`src/rtl/dmem_arb_pkg.sv`:
```
// Shared types and constants for the two-port data-memory arbiter.
// No logic; no latency; no backpressure.
// States, port indices and the default lock-hold limit.
package dmem_arb_pkg;

    typedef enum logic [1:0] {
        ARB_IDLE = 2'd0,
        ARB_OWN0 = 2'd1,
        ARB_OWN1 = 2'd2
    } arb_state_e;

    localparam logic PORT0 = 1'b0;
    localparam logic PORT1 = 1'b1;

    localparam int LOCK_MAX_DEF = 16;

endpackage

```
`src/rtl/dmem_arb_rr_pick.sv`:
```
// Two-way request picker; onehot grant. DMEM_ARB_RR_EN selects round-robin, else port 0 wins.
// Latency: purely combinational.
// Backpressure: none; a port is granted only while it requests.
module dmem_arb_rr_pick
    import dmem_arb_pkg::*;
(
    input  logic [1:0] req,
    input  logic       last,
    output logic [1:0] grant
);

`ifndef DMEM_ARB_RR_EN
    logic unused_last;
    assign unused_last = last;
`endif

    always_comb begin
        grant = 2'b00;
        case (req)
            2'b01:   grant = 2'b01;
            2'b10:   grant = 2'b10;
            2'b11: begin
`ifdef DMEM_ARB_RR_EN
                grant = (last == PORT0) ? 2'b10 : 2'b01;
`else
                grant = 2'b01;
`endif
            end
            default: grant = 2'b00;
        endcase
    end

endmodule

```
`src/rtl/dmem_arbiter.sv`:
```
// Two-port data-memory arbiter with bus locking; contention policy set by DMEM_ARB_RR_EN.
// Latency: accept N, memory command N+1, read data/rvalid N+2; one access per cycle.
// Backpressure: gnt is combinational; a port holds req until granted, the lock owner blocks the other.
module dmem_arbiter
    import dmem_arb_pkg::*;
#(
    parameter int DATA_W   = 32,
    parameter int LOCK_MAX = LOCK_MAX_DEF
) (
    input  logic              clk,
    input  logic              SYS_reset,
    input  logic              P0_req,
    input  logic              P1_req,
    input  logic              P0_we,
    input  logic              P1_we,
    input  logic              P0_lock,
    input  logic              P1_lock,
    input  logic [DATA_W-1:0] P0_addr,
    input  logic [DATA_W-1:0] P1_addr,
    input  logic [DATA_W-1:0] P0_wdata,
    input  logic [DATA_W-1:0] P1_wdata,
    output logic              P0_gnt,
    output logic              P1_gnt,
    output logic              P0_rvalid,
    output logic              P1_rvalid,
    output logic [DATA_W-1:0] P0_rdata,
    output logic [DATA_W-1:0] P1_rdata,
    output logic [DATA_W-1:0] DMEM_address,
    output logic [DATA_W-1:0] DMEM_data_in,
    output logic              DMEM_mem_write,
    output logic              DMEM_mem_read,
    input  logic [DATA_W-1:0] DMEM_data_out
);

    localparam int CNT_W = $clog2(LOCK_MAX + 1);

    arb_state_e        state_q, state_d;
    logic [CNT_W-1:0]  cnt_q, cnt_d;
    logic              last_q, last_d;
    logic              mem_read_q, mem_read_d;
    logic              mem_write_q, mem_write_d;
    logic [DATA_W-1:0] addr_q, addr_d;
    logic [DATA_W-1:0] wdata_q, wdata_d;
    logic              rd_port_q, rd_port_d;
    logic              rvalid0_q, rvalid0_d;
    logic              rvalid1_q, rvalid1_d;
    logic [DATA_W-1:0] rdata0_q, rdata0_d;
    logic [DATA_W-1:0] rdata1_q, rdata1_d;

    logic [1:0] pick;
    logic       gnt0, gnt1, acc, acc_port, sel_we, sel_lock, own_lock;
    logic [DATA_W-1:0] sel_addr, sel_wdata;

    dmem_arb_rr_pick u_pick (
        .req   ({P1_req, P0_req}),
        .last  (last_q),
        .grant (pick)
    );

    always_comb begin
        gnt0 = 1'b0;
        gnt1 = 1'b0;
        case (state_q)
            ARB_IDLE: begin
                gnt0 = pick[0];
                gnt1 = pick[1];
            end
            ARB_OWN0: gnt0 = P0_req;
            ARB_OWN1: gnt1 = P1_req;
            default:  ;
        endcase
        if (SYS_reset) begin
            gnt0 = 1'b0;
            gnt1 = 1'b0;
        end

        acc       = gnt0 | gnt1;
        acc_port  = gnt1 ? PORT1 : PORT0;
        sel_we    = gnt1 ? P1_we    : P0_we;
        sel_lock  = gnt1 ? P1_lock  : P0_lock;
        sel_addr  = gnt1 ? P1_addr  : P0_addr;
        sel_wdata = gnt1 ? P1_wdata : P0_wdata;
        own_lock  = (state_q == ARB_OWN1) ? P1_lock : P0_lock;

        state_d     = state_q;
        cnt_d       = cnt_q;
        last_d      = last_q;
        mem_read_d  = 1'b0;
        mem_write_d = 1'b0;
        addr_d      = '0;
        wdata_d     = '0;
        rd_port_d   = rd_port_q;
        rvalid0_d   = 1'b0;
        rvalid1_d   = 1'b0;
        rdata0_d    = rdata0_q;
        rdata1_d    = rdata1_q;

        if (acc) begin
            mem_read_d  = ~sel_we;
            mem_write_d = sel_we;
            addr_d      = sel_addr;
            wdata_d     = sel_we ? sel_wdata : '0;
            rd_port_d   = acc_port;
            last_d      = acc_port;
        end

        // Memory read data is only valid during the command cycle; capture it now.
        if (mem_read_q) begin
            if (rd_port_q == PORT1) begin
                rvalid1_d = 1'b1;
                rdata1_d  = DMEM_data_out;
            end else begin
                rvalid0_d = 1'b1;
                rdata0_d  = DMEM_data_out;
            end
        end

        case (state_q)
            ARB_IDLE: begin
                if (acc && sel_lock) begin
                    state_d = (acc_port == PORT1) ? ARB_OWN1 : ARB_OWN0;
                    cnt_d   = '0;
                end
            end
            ARB_OWN0, ARB_OWN1: begin
                cnt_d = cnt_q + 1'b1;
                // The hold limit overrides a still-asserted lock so the other port cannot starve.
                if (cnt_d == CNT_W'(LOCK_MAX)) begin
                    state_d = ARB_IDLE;
                    cnt_d   = '0;
                    last_d  = (state_q == ARB_OWN1) ? PORT1 : PORT0;
                end else if (!own_lock) begin
                    state_d = ARB_IDLE;
                    cnt_d   = '0;
                end
            end
            default: begin
                state_d = ARB_IDLE;
                cnt_d   = '0;
            end
        endcase
    end

    always_ff @(posedge clk) begin
        if (SYS_reset) begin
            state_q     <= ARB_IDLE;
            cnt_q       <= '0;
            last_q      <= PORT1;
            mem_read_q  <= 1'b0;
            mem_write_q <= 1'b0;
            addr_q      <= '0;
            wdata_q     <= '0;
            rd_port_q   <= PORT0;
            rvalid0_q   <= 1'b0;
            rvalid1_q   <= 1'b0;
            rdata0_q    <= '0;
            rdata1_q    <= '0;
        end else begin
            state_q     <= state_d;
            cnt_q       <= cnt_d;
            last_q      <= last_d;
            mem_read_q  <= mem_read_d;
            mem_write_q <= mem_write_d;
            addr_q      <= addr_d;
            wdata_q     <= wdata_d;
            rd_port_q   <= rd_port_d;
            rvalid0_q   <= rvalid0_d;
            rvalid1_q   <= rvalid1_d;
            rdata0_q    <= rdata0_d;
            rdata1_q    <= rdata1_d;
        end
    end

    assign P0_gnt         = gnt0;
    assign P1_gnt         = gnt1;
    assign P0_rvalid      = rvalid0_q;
    assign P1_rvalid      = rvalid1_q;
    assign P0_rdata       = rdata0_q;
    assign P1_rdata       = rdata1_q;
    assign DMEM_address   = addr_q;
    assign DMEM_data_in   = wdata_q;
    assign DMEM_mem_write = mem_write_q;
    assign DMEM_mem_read  = mem_read_q;

endmodule

```
`config.mk`:
```
export PLATFORM = sky130hd
export DESIGN_NAME = dmem_arbiter
export DESIGN_NICKNAME = d
export VERILOG_FILES = /design/src/rtl/dmem_arb_pkg.sv /design/src/rtl/dmem_arb_rr_pick.sv /design/src/rtl/dmem_arbiter.sv
export SDC_FILE = /design/constraint.sdc
export NUM_CORES = 1
export LEC_CHECK = 0
export CAP_MARGIN = 20
export CORE_ASPECT_RATIO = 0.5
export CORE_MARGIN = 5
export CORE_UTILIZATION = 25
export CTS_CLUSTER_DIAMETER = 60
export CTS_CLUSTER_SIZE = 20
export DETAILED_ROUTE_END_ITERATION = 16
export DONT_BUFFER_PORTS = 1
export GPL_ROUTABILITY_DRIVEN = 1
export SYNTH_ARGS = -nofsm -noshare
export SYNTH_HDL_FRONTEND = slang
export SYNTH_SLANG_ARGS = --single-unit
```
`constraint.sdc`:
```
create_clock -name clk -period 3.5 [get_ports clk]
set_clock_uncertainty 0.05 [all_clocks]
set_input_delay 0.7 -clock clk [delete_from_list [all_inputs] [get_ports clk]]
set_output_delay 0.7 -clock clk [all_outputs]
set_load 0.1 [all_outputs]
```
**After elaboration in Yosys (flattened, before gate mapping)**

Cells that the tools add are included.

- Output and inout port bits: 134
- Word-level logic and storage cells: 57
- Flip-flop bits (word level): 140
- Input bits: 168

- Add/sub/neg operators: 1
- Reduce and logical (&&, ||, !) cells: 10
- Mux-type cells: 22
- Equality and inequality tests: 8
- Bitwise logic cells: 5

Operators with widths:

| operator | number |
|---|---|
| 32-bit two-way mux | 2 |
| 5-bit two-way mux | 3 |
| 5-bit case mux with 2 select lines | 1 |
| 1-bit two-way mux | 8 |
| 2-bit two-way mux | 4 |
| 2-bit case mux with 2 select lines | 2 |
| 2-bit OR reduction | 4 |
| 2-bit equality test (second input constant) | 3 |
| 2-bit AND reduction | 3 |
| 5-bit by 1-bit adder with 5-bit output (second input constant) | 1 |
| 5-bit equality test (second input constant) | 1 |
| 2-bit by 1-bit equality test with 1-bit output (second input constant) | 2 |
| 1-bit NOT | 4 |
| 1-bit case mux with 2 select lines | 2 |
| 3-bit != test (second input constant) | 1 |
| 3-bit OR reduction | 1 |
| 2-bit logical NOT | 1 |
| 2-bit != test (second input constant) | 1 |
| 1-bit logical AND | 1 |
| 1-bit OR | 1 |

**Logic depth before layout (Yosys ltp)**

Gate-level depths: netlist of run 1.

- Depth after elaboration: 9
- Gate-level depth with buffers: 9

**By module**

From an unflattened synthesis of run 1, not the netlist that was laid out.

- Cell total of the unflattened synthesis: 571
- Area, all modules: 4941.0 um^2

By module, submodules not included:

| module | sequential area each (um^2) | area each (um^2) | cells each | instances |
|---|---|---|---|---|
| dmem_arbiter | 2822.7 | 4931.0 | 569 | 1 |
| dmem_arb_rr_pick | 0.0 | 10.0 | 2 | 1 |

**Worst setup path before layout of run 1**

OpenSTA, ideal clock, no wires.

- Kind: input to output
- Start point: input SYS_reset
- End point: output P0_gnt
- Path buffers: 3
- Arrival time: 2.534 ns
- Stages: 4
- Data required time: 2.750 ns
- Path slack: 0.216 ns
- Cells stage by stage: buf_2 clkbuf_1 clkbuf_1 nor2_1

- Word-level cells in the longest chain between the ends: 1

Ends and longest elaborated chain:

| what | RTL line | RTL |
|---|---|---|
| start: declaration | dmem_arbiter.sv:11 | `input logic SYS_reset,` |
| 1-bit two-way mux | dmem_arbiter.sv:72 | `if (SYS_reset) begin` |
| end: declaration | dmem_arbiter.sv:22 | `output logic P0_gnt,` |

No other way between the ends.

**Final worst setup path of run 1**

- Start point: register state_q[1]
- End point: output P1_gnt

- Word-level cells in the longest chain between the ends: 3
- Elaborated cells on any way between the ends: 4
- Those cells by class: eq/ne: 1; mux: 2; reduce/logical: 1

Ends and longest elaborated chain:

| what | RTL line | RTL |
|---|---|---|
| start: declaration | dmem_arbiter.sv:37 | `arb_state_e state_q, state_d;` |
| start signal: assignment | dmem_arbiter.sv:159 | `state_q <= state_d;` |
| 2-bit equality test / 2-bit logical NOT (equally long branches) | dmem_arbiter.sv:63 | `case (state_q)` |
| 1-bit case mux with 2 select lines * | dmem_arbiter.sv:63 |  |
| 1-bit two-way mux * | dmem_arbiter.sv:72 |  |
| end: declaration | dmem_arbiter.sv:23 | `output logic P1_gnt,` |

Every way passes the cells marked *; elsewhere a longest branch is shown, timed or not.

==> results of run 1 <==
critical path, cell delays in order, from the launching register on:
cell and delay (ns):
dfxtp_1 0.33, inv_1 0.08, ha_1 0.42, nor2b_4 0.28
o21ai_4 0.08, inv_4 0.24, buf_4 0.36
through the flow:
stage	hold slack (ns)	instance area (um2)	setup WS, ns	util [%]
2_1_floorplan	0.406	4970	0.216	-
3_3_place_gp	0.420	5200	1.03	26.7
3_5_place_dp	0.438	5200	0.895	26.7
4_1_cts	0.270	5790	0.511	29.7
5_1_grt	0.268	5790	0.392	29.7
6_report	0.326	5790	0.541	29.7
worst min-delay path by stage:
stage,to,slack [ns],cells after the start
6_report,cnt_q[0]$_SDFFE_PP0P_,0.33,1
5_1_grt,P1_rdata[26]$_SDFFE_PP0P_,0.27,1
4_1_cts,P1_rdata[25]$_SDFFE_PP0P_,0.27,1
3_5_place_dp,cnt_q[1]$_SDFFE_PP0P_,0.44,2
3_3_place_gp,cnt_q[1]$_SDFFE_PP0P_,0.42,2
2_1_floorplan,cnt_q[1]$_SDFFE_PP0P_,0.41,2
metal layers:
metal	vias to the layer above	wire, um	GRT usage [%]	part of all wire, %
li1	1883	-	-	-
met1	1863	5660	13.8	38
met2	162	7720	20.5	52
met3	21	1130	4.70	7.6
met4	0	306	5.35	2.1
met5	-	0	0	0
synth_stat cells:
cell type / number
a22o_1: 32
mux2_4: 1
nand3_1: 3
o21ai_4: 1
mux2i_1: 2
dfxtp_1: 140
inv_2: 1
nand2_1: 198
clkbuf_1: 29
nor2b_4: 2
a21oi_1: 101
nand4b_1: 1
o21ai_1: 1
a21bo_2: 1
a22oi_1: 1
buf_4: 4
o32ai_1: 3
o21ai_2: 1
nor2b_1: 1
nand3b_1: 1
a211oi_1: 1
nor3_4: 1
nor2_1: 7
inv_4: 1
buf_2: 8
o22ai_1: 2
o21ai_0: 1
and2_1: 2
and3_1: 1
ha_1: 4
inv_1: 5
a211o_1: 3
or3b_2: 1
nand2_2: 1
or3_1: 1
a21oi_2: 1
and3b_1: 1
nand2b_1: 7
o211a_1: 1
power breakdown:
group          internal [uW]  switching, uW
sequential              1740           1020
clock                   1030            762
combinational            179            327
final cells by class:
type                    count  area, um2  area share [%]
flip-flops and latches    140       2800            48.4
multi-input cells         385       1960            33.9
clock buffers              18        439            7.58
well taps                 266        333            5.75
clock inverters            14        149            2.57
repair buffers             10       75.1            1.30
inverters                   7       28.8           0.497
cells by family after synthesis:
group | synth area share [%]
buf+inv | 4.18
fa+ha+maj | 1.01
simple gates | 19.0
compound gates | 18.7
mux | 0.705
flops | 56.4
flip-flops by register name (all words and copies together), names as in the netlist:
name and count:
P1_rdata 32, P1_rvalid 1, DMEM_address 32, state_q 2, cnt_q 5, DMEM_mem_write 1
P0_rvalid 1, DMEM_data_in 32, P0_rdata 32, DMEM_mem_read 1, rd_port_q 1
==> reports/qor.yml, run 1 <==
path_class: "reg -> out"
grt_pass1_wl_um: 21500
crit_fanout: 25
grt_pass1_vias: 3853
worstSetupEndpointType: "output port"
fin_tns_setup_ns: 0
fin_crit_ns: 2.96
cts-resized-gates: 0
ys_seq_area_share_pct: 56.4
cts_root_buffer: "clkbuf_16"
dpl.cell_count: 808
cts.hold.buffers_added: 0
critPathLaunch: "state_q[1]$_SDFFE_PP0P_"
p_total_uw: 5050
synth_nets: 745
final.period_utilization_pct: 84.5
final_nets: 733
vdd_drop_max_v: 0.000298
cts.sinks: 140
synth_area_um2: 4970
post-route-drc-count: 0
io_pins: 302
cts_tree: "done"
required_ns: 2.75
worst-slew-pin-transition_ns: 1.06
final_cells: 840
grt_setup_unrepaired: "no"
r2r_setup_slack_ns: 0.91
area_growth_pct: 16.5
layout_common_cells: "198 x nand2_1, 140 x dfxtp_1, 101 x a21oi_1, 32 x a22o_1, 17 x clkbuf_16"
dpl.hpwl_um: 10600
final_common_cell: "nand2_1"
hold_path_class: "in -> reg"
clock_latency_ns: 0.41
synthCells: 573
min_from: "SYS_reset"
hold_violations: 0
drive_gt1_share_pct: 9.76
powerDensity_nw_per_um2: 873
overflow: 0
yosysTopAreaCell: "dfxtp_1"
post_cts_buffers: 0
num_vias: 3929
fmax_mhz: 338
r2r_start: "state_q[1]$_SDFFE_PP0P_"
yosys.area.top_type_share_pct: 56.4
ys_ff_latch: 140
nFillCells: 2072
die_w_um: 209
final-setup-viol-count: 0
core_um2: 19500
place.port_buffers: 0
antenna_found_initial: 0
drt_wl_total_um: 14800
clk_path_buf_depth: 2
dr.first_iter.drc_count: 395
max_cap_violations: 0
gp_congestion: 0.809
vias_per_cell: 4.68
reg2reg_depth: 8
htree_levels: 4
synth_cell_type_count: 39
endpoint: "P1_gnt"
grt_max_degree: 82
cts_made_buffers: 17
initial_core_util_pct: 25.5
track_usage_pct: 12.1
row_count: 36
ant_nets: 0
maxSlewHeadroom_pct: 29.3
clkTransAtPathRegs_ns: 0.06
startpoint_type: "flip-flop"
status: "completed"
die_h_um: 110
avgSynthCellArea_um2: 8.67
leakagePower_uw: 0.00214
firstDrtPassIters: 5
crit_arrival_ns: 2.21
maxSlewViolCount: 0
die-area_um2: 23000
wl_per_cell_um: 17.6
synth_area_leaders: "dfxtp_1 56%, nand2_1 15%, a21oi_1 10%"
r2r_end: "DMEM_data_in[25]$_SDFF_PP0_"
yosysWarnings: 0
antenna_cells: 0
Note: power is estimated with default switching activity, not from simulation.
==> run 2, diff against run 1 <==
clock period = 2.9 ns   (was 3.5 ns; I/O delays follow)
==> run 2 against run 1 <==
Global-route usage fell by 0.16 points. Wire length barely moved. Clock-buffer cell count rose by 3. Cell count rose by 0.83%. Critical path type unchanged. Largest cell class unchanged. Largest power group unchanged.
==> reports/qor.yml, run 2 (synthesis gave the netlist of run 1 again) <==
status: "completed"
vdd_drop_max_v: 0.000340
core_um2: 19500
leakagePower_uw: 0.00220
cts.sinks: 140
post-route-drc-count: 0
grt_setup_unrepaired: "no"
final_common_cell: "nand2_1"
fmax_mhz: 379
nFillCells: 2041
die-area_um2: 23000
post_cts_buffers: 0
maxSlewHeadroom_pct: 33.0
max_cap_violations: 0
powerDensity_nw_per_um2: 1070
initial_core_util_pct: 25.5
num_vias: 3893
area_growth_pct: 18.4
power.share.combinational_pct: 11.0
cts_root_buffer: "clkbuf_16"
row_count: 36
htree_levels: 4
crit_arrival_ns: 2.01
layout_common_cells: "198 x nand2_1, 140 x dfxtp_1, 101 x a21oi_1, 32 x a22o_1"
final-setup-viol-count: 0
dpl_worst_slack_ns: 0.498
fin_crit_ns: 2.64
reg2reg_depth: 8
die_w_um: 209
worstSetupEndpointType: "output port"
cts-resized-gates: 0
maxSlewViolCount: 0
multi_input_area_um2: 1970
p_total_uw: 6290
dpl.hpwl_um: 10500
fin_util_pct: 30.2
place.port_buffers: 0
die_h_um: 110
cts_made_buffers: 17
fin_hold_ws_ns: 0.196
gp_congestion: 0.752
cell_internal_pwr_uw: 3810
clk_path_buf_depth: 2
hold_path_class: "in -> reg"
antenna_found_initial: 0
dr.first_iter.drc_count: 355
drt_wl_total_um: 14800
grt_pass1_wl_um: 21200
pwr-share-seq_pct: 52.1
whs_path_depth: 1
final.period_utilization_pct: 90.9
power_switching_uw: 2470
hold_violations: 0
path_class: "reg -> out"
track_usage_pct: 11.9
grt_pass1_vias: 3667
setup_ws_ns: 0.263
required_ns: 2.27
startpoint_type: "flip-flop"
grt_max_degree: 82
worst-slew-pin-transition_ns: 1.00
antenna_cells: 0
firstDrtPassIters: 5
crit_fanout: 20
final_nets: 740
clkTransAtPathRegs_ns: 0.06
overflow: 0
cts.hold.buffers_added: 0
seqCellArea_um2: 2800
fin_tns_setup_ns: 0
swShare_pct: 39.3
drive_gt1_share_pct: 10.7
cts_tree: "done"
io_pins: 302
vias_per_cell: 4.60
clkPwrFrac_pct: 36.9
ant_nets: 0
wl_per_cell_um: 17.5
clock_latency_ns: 0.41
## run 2: final cells by class
type                    count  share of cell area, %
flip-flops and latches    140                   47.6
multi-input cells         385                   33.4
clock buffers              21                   7.83
well taps                 266                   5.66
clock inverters            11                   2.81
repair buffers             17                   2.17
inverters                   7                  0.489
## run 2: worst paths after layout
path / from / end / slack, ns
hold reg to reg: P0_rdata[2]$_SDFFE_PP0P_ / P0_rdata[2]$_SDFFE_PP0P_ / 0.41
setup reg to reg: state_q[0]$_SDFFE_PP0P_ / DMEM_data_in[26]$_SDFF_PP0_ / 0.63
hold / removal: SYS_reset / P0_rdata[27]$_SDFFE_PP0P_ / 0.20
setup / recovery: state_q[0]$_SDFFE_PP0P_ / P1_gnt / 0.26
## run 2: routing by layer
| metal | part of all wire [%] | routed length [um] | vias up | track usage, % |
|---|---|---|---|---|
| met5 | 0 | 0 | - | 0 |
| met4 | 1.7 | 245 | 0 | 5.21 |
| li1 | - | - | 1895 | - |
| met1 | 40 | 5940 | 1851 | 13.9 |
| met3 | 7.4 | 1090 | 14 | 4.05 |
| met2 | 51 | 7540 | 133 | 20.3 |
## run 2: power groups by stage
stage	combinational, uW	clock, uW	sequential, uW
after floorplan	500	0	3340
after global placement	666	0	3320
after detailed placement	691	0	3320
after CTS	693	2400	3280
after global routing	762	2480	3290
final	691	2320	3270
## run 2: critical path: stages, from the launching register on
cell and delay (ns):
dfxtp_1 0.33, inv_1 0.09, ha_2 0.33, nor2b_4 0.24, o21ai_4 0.08, inv_4 0.08
buf_4 0.41
## run 2: metrics by stage
stage | area, um2 | cells
floorplan | 4970 | 573
global placement | 5260 | 815
detailed placement | 5260 | 815
CTS | 5880 | 847
global route | 5880 | 847
finish | 5880 | 847
